## src/rtl/input_skew_queue.sv

```systemverilog
// input_skew_queue: buffers up to DEPTH vectors of N lanes and streams them
// diagonally skewed (lane i delayed i cycles) onto one systolic mesh edge.
// Ports:
//   clk_i, rstn_i     clock, asynchronous active-low reset
//   load_valid_i/load_ready_o/load_data_i   one vector per accepted beat
//   start_i           begin streaming the buffered vectors
//   data_o            skewed lane outputs (mesh north_i or west_i)
//   valid_o           lane 0 carries a real element (mesh inputs_valid_i)
//   last_element_o    final element on lane N-1 (mesh last_element_i)
//   busy_o, count_o   streaming in progress, vectors buffered
module input_skew_queue #(
    parameter int N          = 2,
    parameter int DATA_WIDTH = 32,
    parameter int DEPTH      = 8
) (
    input  logic                             clk_i,
    input  logic                             rstn_i,
    input  logic                             load_valid_i,
    output logic                             load_ready_o,
    input  logic [0:N-1][DATA_WIDTH-1:0]     load_data_i,
    input  logic                             start_i,
    output logic [0:N-1][DATA_WIDTH-1:0]     data_o,
    output logic                             valid_o,
    output logic                             last_element_o,
    output logic                             busy_o,
    output logic [$clog2(DEPTH+1)-1:0]       count_o
);

    localparam int CW = $clog2(DEPTH + 1);
    localparam int SW = $clog2(DEPTH + N);

    typedef enum logic {
        LOAD,
        STREAM
    } state_e;

    state_e                          state_q, state_d;
    logic [CW-1:0]                   count_q, count_d;
    logic [SW-1:0]                   s_q, s_d;
    logic [0:N-1][DATA_WIDTH-1:0]    mem_q [DEPTH];

    logic                            we;
    logic                            stream_d;
    logic [SW-1:0]                   idx;
    logic [0:N-1][DATA_WIDTH-1:0]    data_d;
    logic                            valid_d;
    logic                            last_d;

    always_comb begin
        state_d      = state_q;
        count_d      = count_q;
        s_d          = s_q;
        we           = 1'b0;
        load_ready_o = (state_q == LOAD) && (count_q < CW'(DEPTH));
        unique case (state_q)
            LOAD: begin
                we = load_valid_i && load_ready_o;
                if (we) begin
                    count_d = count_q + CW'(1);
                end
                // A beat accepted with start is stored first and streamed.
                if (start_i && (count_d != '0)) begin
                    state_d = STREAM;
                    s_d     = '0;
                end
            end
            STREAM: begin
                if (s_q == SW'(count_q) + SW'(N - 1) - SW'(1)) begin
                    state_d = LOAD;
                    count_d = '0;
                    s_d     = '0;
                end else begin
                    s_d = s_q + SW'(1);
                end
            end
            default: begin
                state_d = LOAD;
            end
        endcase
    end

    // Outputs are computed from next state so they can be registered and
    // still show element 0 on lane 0 in the first cycle after start.
    always_comb begin
        stream_d = (state_d == STREAM);
        valid_d  = stream_d && (s_d < SW'(count_d));
        last_d   = stream_d
                && (s_d == SW'(count_d) + SW'(N - 1) - SW'(1));
        data_d   = '0;
        idx      = '0;
        for (int i = 0; i < N; i++) begin
            idx = s_d - SW'(i);
            if (stream_d && (s_d >= SW'(i)) && (idx < SW'(count_d))) begin
                // The slot being written this edge is not in mem_q yet.
                if (we && (idx == SW'(count_q))) begin
                    data_d[i] = load_data_i[i];
                end else begin
                    for (int k = 0; k < DEPTH; k++) begin
                        if (idx == SW'(k)) begin
                            data_d[i] = mem_q[k][i];
                        end
                    end
                end
            end
        end
    end

    always_ff @(posedge clk_i or negedge rstn_i) begin
        if (!rstn_i) begin
            state_q        <= LOAD;
            count_q        <= '0;
            s_q            <= '0;
            data_o         <= '0;
            valid_o        <= 1'b0;
            last_element_o <= 1'b0;
            busy_o         <= 1'b0;
        end else begin
            state_q        <= state_d;
            count_q        <= count_d;
            s_q            <= s_d;
            data_o         <= data_d;
            valid_o        <= valid_d;
            last_element_o <= last_d;
            busy_o         <= stream_d;
        end
    end

    always_ff @(posedge clk_i) begin
        for (int k = 0; k < DEPTH; k++) begin
            if (we && (count_q == CW'(k))) begin
                mem_q[k] <= load_data_i;
            end
        end
    end

    assign count_o = count_q;

endmodule

```

## config.mk

```make
export PLATFORM = sky130hd
export DESIGN_NAME = input_skew_queue
export DESIGN_NICKNAME = d
export VERILOG_FILES = /design/src/rtl/input_skew_queue.sv
export SDC_FILE = /design/constraint.sdc
export NUM_CORES = 1
export LEC_CHECK = 0
export CAP_MARGIN = 20
export CORE_MARGIN = 1
export CORE_UTILIZATION = 45
export DETAILED_ROUTE_END_ITERATION = 7
export DONT_BUFFER_PORTS = 1
export SLEW_MARGIN = 30
export SYNTH_ARGS = -nofsm -noshare
export SYNTH_HDL_FRONTEND = slang
export SYNTH_SLANG_ARGS = --single-unit
export TNS_END_PERCENT = 50
```

## constraint.sdc

```tcl
create_clock -name clk_i -period 7.6 [get_ports clk_i]
set_input_delay 1.14 -clock clk_i [delete_from_list [all_inputs] [get_ports clk_i]]
set_output_delay 1.14 -clock clk_i [all_outputs]
set_load 0.03 [all_outputs]
```

==> results of run 1 <==
-- layout by cell type, fill, tap and decap left out, drive strengths merged, types with 4 or more instances in the layout --
master and instances:
a211oi 6, a21oi 146, a22oi 29, a2bb2oi 6
a311oi 53, a31o 5, and2 33, and3 8
and3b 5, buf 27, bufinv 4, clkbuf 86
clkinv 22, dfrtp 75, edfxtp 512, ha 20
inv 52, mux2 4, mux2i 44, nand2 117
nand3 7, nand4 10, nor2 137, nor2b 9
o2111ai 5, o211ai 8, o21a 9, o21ai 72
o221ai 55, o22ai 7, o41ai 4, or2 5
or3 107, xnor2 11
-- worst max path at each step --
stage / startpoint / to / slack [ns] / cells past startpoint
after floorplan: load_valid_i / data_o[15]$_DFF_PN0_ / 2.73 / 14
after global placement: count_o[0]$_DFF_PN0_ / data_o[32]$_DFF_PN0_ / 1.62 / 15
after detailed placement: count_o[0]$_DFF_PN0_ / data_o[32]$_DFF_PN0_ / 1.52 / 15
after CTS: count_o[0]$_DFF_PN0_ / data_o[34]$_DFF_PN0_ / 1.47 / 15
after global routing: count_o[0]$_DFF_PN0_ / data_o[34]$_DFF_PN0_ / 1.06 / 15
final: count_o[0]$_DFF_PN0_ / data_o[34]$_DFF_PN0_ / 1.40 / 15
-- cells by family (layout without fill, tap and decap cells) --
| logic type | after synthesis | count (layout) | share of synthesized area, % |
|---|---|---|---|
| adders and majority gates | 20 | 20 | 1.05 |
| muxes | 48 | 48 | 2.03 |
| DFF | 587 | 587 | 72.2 |
| and+or+nand+nor | 452 | 452 | 9.32 |
| AOI/OAI and AO/OA | 416 | 416 | 11.9 |
| buffers and inverters | 163 | 193 | 2.83 |
| xor gates and xnor gates | 14 | 14 | 0.654 |
-- area by class of cell --
class                   count  area share (%)
inverters                  53           0.752
clock inverters            27           0.982
well taps                 688            3.23
flip-flops and latches    587            64.8
clock buffers              86            6.62
multi-input cells         950            22.8
repair buffers             27           0.832
-- state kept, by name, summed over array words and instances, names as in the netlist --
name,flops
count_o,4
data_o,64
last_element_o,1
mem_q,512
s_q,4
state_q,1
valid_o,1
-- per-layer routing --
| metal | wire (um) | vias up | track usage, % |
|---|---|---|---|
| met4 | 1490 | 0 | 6.90 |
| met1 | 24300 | 7059 | 27.5 |
| met2 | 29100 | 354 | 37.6 |
| met3 | 3150 | 98 | 3.95 |
| met5 | 0 | - | 0 |
| li1 | - | 6459 | - |
-- metrics by stage --
step | instance area [um^2] | std cells | worst slack [ns] | hold slack, ns
global route | 26600 | 2418 | 1.06 | 0.183
CTS | 26600 | 2418 | 1.47 | 0.179
detailed placement | 24600 | 2305 | 1.52 | 0.557
global placement | 24600 | 2304 | 1.62 | 0.539
finish | 26600 | 2418 | 1.40 | 0.208
floorplan | 23900 | 1700 | 2.73 | 0.503
==> results.toml, run 1 <==
[status]
status = "finished clean"

[global_route]
grt_pass1_wl_um = 88300
grt_max_degree = 76
grt_usage_pct = 21.7
grt_pass1_vias = 14300
overflow = 0
antenna_found_initial = 0

[critical_path]
r2r.worst_path.cells = 15
criticalPathCategory = "reg -> reg"
critPathRequiredTime_ns = 8.02
critical_path.cell_chain = "inv_1 > ha_1 > xnor2_1 > mux2i_1 > a21oi_1 > o22ai_1 > and2_1 > clkinv_2 > ha_1 > inv_1 > or4_1 > o211ai_2 > inv_2 > nand3_2 > o221ai_1"
rr_endpoint = "data_o[34]$_DFF_PN0_"
arrival_ns = 6.62
critPathTopFamily = "simple AND/OR/NAND/NOR gates"
worstReg2RegStart = "count_o[0]$_DFF_PN0_"
cp.buffers_inverters = 4
rrSetupSlack_ns = 1.40
critPathSlowestCell = "dfrtp_1"
slowest_delay_ns = 0.84
critPathCaptureType = "flop"
critPathMaxFanout = 32
start_kind = "flop"

[clock_network]
clk_latency_ns = 0.62
cts_resized = 0
cts_tree = "done"
cts_buffers = 60
clk_pin_slew_ns = 0.06
holdBufCountCts = 0
post_cts_buffers = 0
h-tree-depth = 2
root_buffer = "clkbuf_16"
clockBufferDepth = 3
cts.sinks = 587

[timing]
fmax_ghz = 0.161
fin_crit_sh_pct = 81.5
fin_crit_ns = 6.20
max-slew-margin-rel_pct = 33.4
tightestPinTransition_ns = 0.994
rsz0062_at_grt = "no"
tns_ns = 0
maxSlewViolCount = 0
hold_viol_final = 0
finClkSkew_ns = 0.0199
finalSetupViolations = 0

[floorplanning]
die_w_um = 232
die-height_um = 232
fp.dieArea_um2 = 54000
initial_core_util_pct = 45.5
rows = 84
coreArea_um2 = 52600
ioPinCount = 140

[yosys]
synth_cell_types = 70
syn-instance-count = 1700
synthArstFlopShare_pct = 12.8
yosysMostFrequentCell = "edfxtp_1"
avgSynthCellArea_um2 = 14.1
synth_top_area_share_pct = 64.3
ys_top_cells_by_count = "edfxtp_1 (512), a21oi_1 (144), nor2_1 (135)"
ys_seq_elements = 587
yosysSeqAreaShare_pct = 72.2
synth-edff-count = 512
synth_area_leaders = "edfxtp_1 (64%), dfrtp_1 (7.9%), a21oi_1 (3.0%)"
yosysWarnings = 0
synth_nets = 1788
synth_ff_type = "edfxtp_1"
syn_area_um2 = 23900
synth_area_leader_cell = "edfxtp_1"

[cells_and_area]
syn_to_final_growth_pct = 11.4
insertedDiodeCount = 0
drive_above_1_share_pct = 10.3
final_core_util_pct = 50.7
fin_nets = 1767
multi_input_area_um2 = 6060
fill_cells = 4407
ff_latch_area_um2 = 17300

[detailed_routing]
num_vias = 14000
vias_per_cell = 5.78
drt-initial-drc-count = 1000
drtPass1Iterations = 5
wl_per_cell_um = 24.0
drcViolationCount = 0
ant_nets = 0
routed_wl_um = 58100

[place]
gp_congestion = 0.809
io_buffers = 0
dp_hpwl_um = 30500

[job]
maxCapViolations = 0

[min_path]
min_path_type = "in -> async"
Power of run 1 is not shown: default switching activity piles up to over one toggle a cycle in this logic, so the estimate is an artifact.
==> inputs of run 2 (changes only) <==
clock period = 6.4 ns   (was 7.6 ns; I/O delays follow)
==> results.toml, run 2 (synthesis results as in run 1) <==
[detailed_routing]
num_vias = 14100
drt-initial-drc-count = 1035
ant_nets = 0
drtPass1Iterations = 5
routed_wl_um = 59100
vias_per_cell = 5.82
wl_per_cell_um = 24.3
drcViolationCount = 0

[min_path]
min_path_type = "in -> async"

[timing]
fin_crit_sh_pct = 86.2
rsz0062_at_grt = "no"
fin_crit_ns = 5.51
finalSetupViolations = 0
maxSlewViolCount = 0
max-slew-margin-rel_pct = 33.7
tns_ns = 0
hold_viol_final = 0
tightestPinTransition_ns = 0.995
finClkSkew_ns = 0.0246
fmax_ghz = 0.181

[cells_and_area]
fin_nets = 1780
largest_reg_flops = 512
largest_register = "mem_q"
largestRegisters = "mem_q: 512 flops, data_o: 64 flops"
insertedDiodeCount = 0
final_core_util_pct = 50.7
fill_cells = 4460
final_common_cell = "edfxtp_1"
syn_to_final_growth_pct = 11.5
drive_above_1_share_pct = 10.1
layout_common_cells = "edfxtp_1 (512), a21oi_1 (144), nor2_1 (135), nand2_1 (113), or3_1 (107)"

[global_route]
grt_busiest_layer = "met2"
grt_pass1_vias = 14500
antenna_found_initial = 0
overflow = 0
grt_max_degree = 76
grt_pass1_wl_um = 89800
grt_use_met2_pct = 38.2
grt_use_met3_pct = 4.08
grt_util_met1_pct = 28.0
grt_usage_pct = 22.1

[clock_network]
cts_buffers = 60
holdBufCountCts = 0
clockBufferDepth = 3
cts.sinks = 587
root_buffer = "clkbuf_16"
clk_latency_ns = 0.62
h-tree-depth = 2
cts_tree = "done"
cts_resized = 0
post_cts_buffers = 0
clk_pin_slew_ns = 0.06

[floorplanning]
die-height_um = 232
rows = 84
fp.dieArea_um2 = 54000
initial_core_util_pct = 45.5
ioPinCount = 140
coreArea_um2 = 52600
die_w_um = 232

[place]
gp_congestion = 0.817
dp_hpwl_um = 31600
io_buffers = 0

[critical_path]
critPathCaptureType = "flop"
start_kind = "flop"
criticalPathCategory = "reg -> reg"
arrival_ns = 5.99
critPathMaxFanout = 37
rrSetupSlack_ns = 0.89
critPathRequiredTime_ns = 6.88

[job]
maxCapViolations = 0

[status]
status = "finished clean"
## run 2: cell count changes in the layout (fill, tap and decap cells not counted), moves of 2 or more
cell        change
clkinvlp_4      -2
clkbuf_1        +6
nand3_1         +2
clkbuf_16       -2
nand3_2         -2
clkinv_2        -6
bufinv_16       +2
buf_4          +17
clkinv_4        -3
clkbuf_8        -2
buf_6           -5
clkinv_1        +4
## run 2: worst max-delay path, stage by stage, from the launching register on
cell and delay, ns:
dfrtp_1 0.82, nand3_1 0.25, xnor2_2 0.29, mux2i_1 0.47, nor2_1 0.19, o21ai_1 0.52
inv_2 0.18, ha_1 0.31, inv_1 0.31, xnor2_4 0.28, inv_2 0.12, ha_1 0.28
o21ai_0 0.08, nand2b_1 0.08, a21oi_1 0.26, o311ai_4 0.14, buf_4 0.31, o41ai_1 0.46
## run 2: per-layer routing
layer / part of all wire [%] / wire length [um]
met1: 41 / 24400
met2: 50 / 29500
met3: 5.9 / 3490
met4: 2.9 / 1710
met5: 0 / 0
## run 2: path summary, 6_finish.rpt
| path | cells past startpoint | end | startpoint |
|---|---|---|---|
| min reg2reg | 2 | data_o[35]$_DFF_PN0_ | mem_q[1][163]$_DFFE_PP_ |
| min in group clk_i | 0 | mem_q[1][248]$_DFFE_PP_ | load_data_i[56] |
| min | 0 | valid_o$_DFF_PN0_ | rstn_i |
| max in group asynchronous | 0 | data_o[35]$_DFF_PN0_ | rstn_i |
| max reg2reg | 17 | data_o[0]$_DFF_PN0_ | count_o[2]$_DFF_PN0_ |
| max | 17 | data_o[0]$_DFF_PN0_ | count_o[2]$_DFF_PN0_ |
## run 2: layout make-up
class,instances,area (um^2),share of cell area [%]
timing repair buffer,40,308,1.15
clock inverter,23,274,1.03
clock buffer,88,1710,6.40
sequential,587,17300,64.7
multi-input combinational,950,6050,22.7
inverter,53,200,0.751
tap,688,861,3.23
## run 2: metrics by stage
| stage | worst slack, ns | cell area [um^2] | std cells | hold slack (ns) |
|---|---|---|---|---|
| detailed placement | 0.910 | 24600 | 2317 | 0.557 |
| finish | 0.886 | 26700 | 2429 | 0.0415 |
| floorplan | 1.71 | 23900 | 1700 | 0.503 |
| global placement | 1.12 | 24600 | 2317 | 0.545 |
| global route | 0.467 | 26700 | 2429 | 0.00329 |
| CTS | 0.975 | 26600 | 2428 | 0.00417 |
Power of run 2 is left out for the same reason.
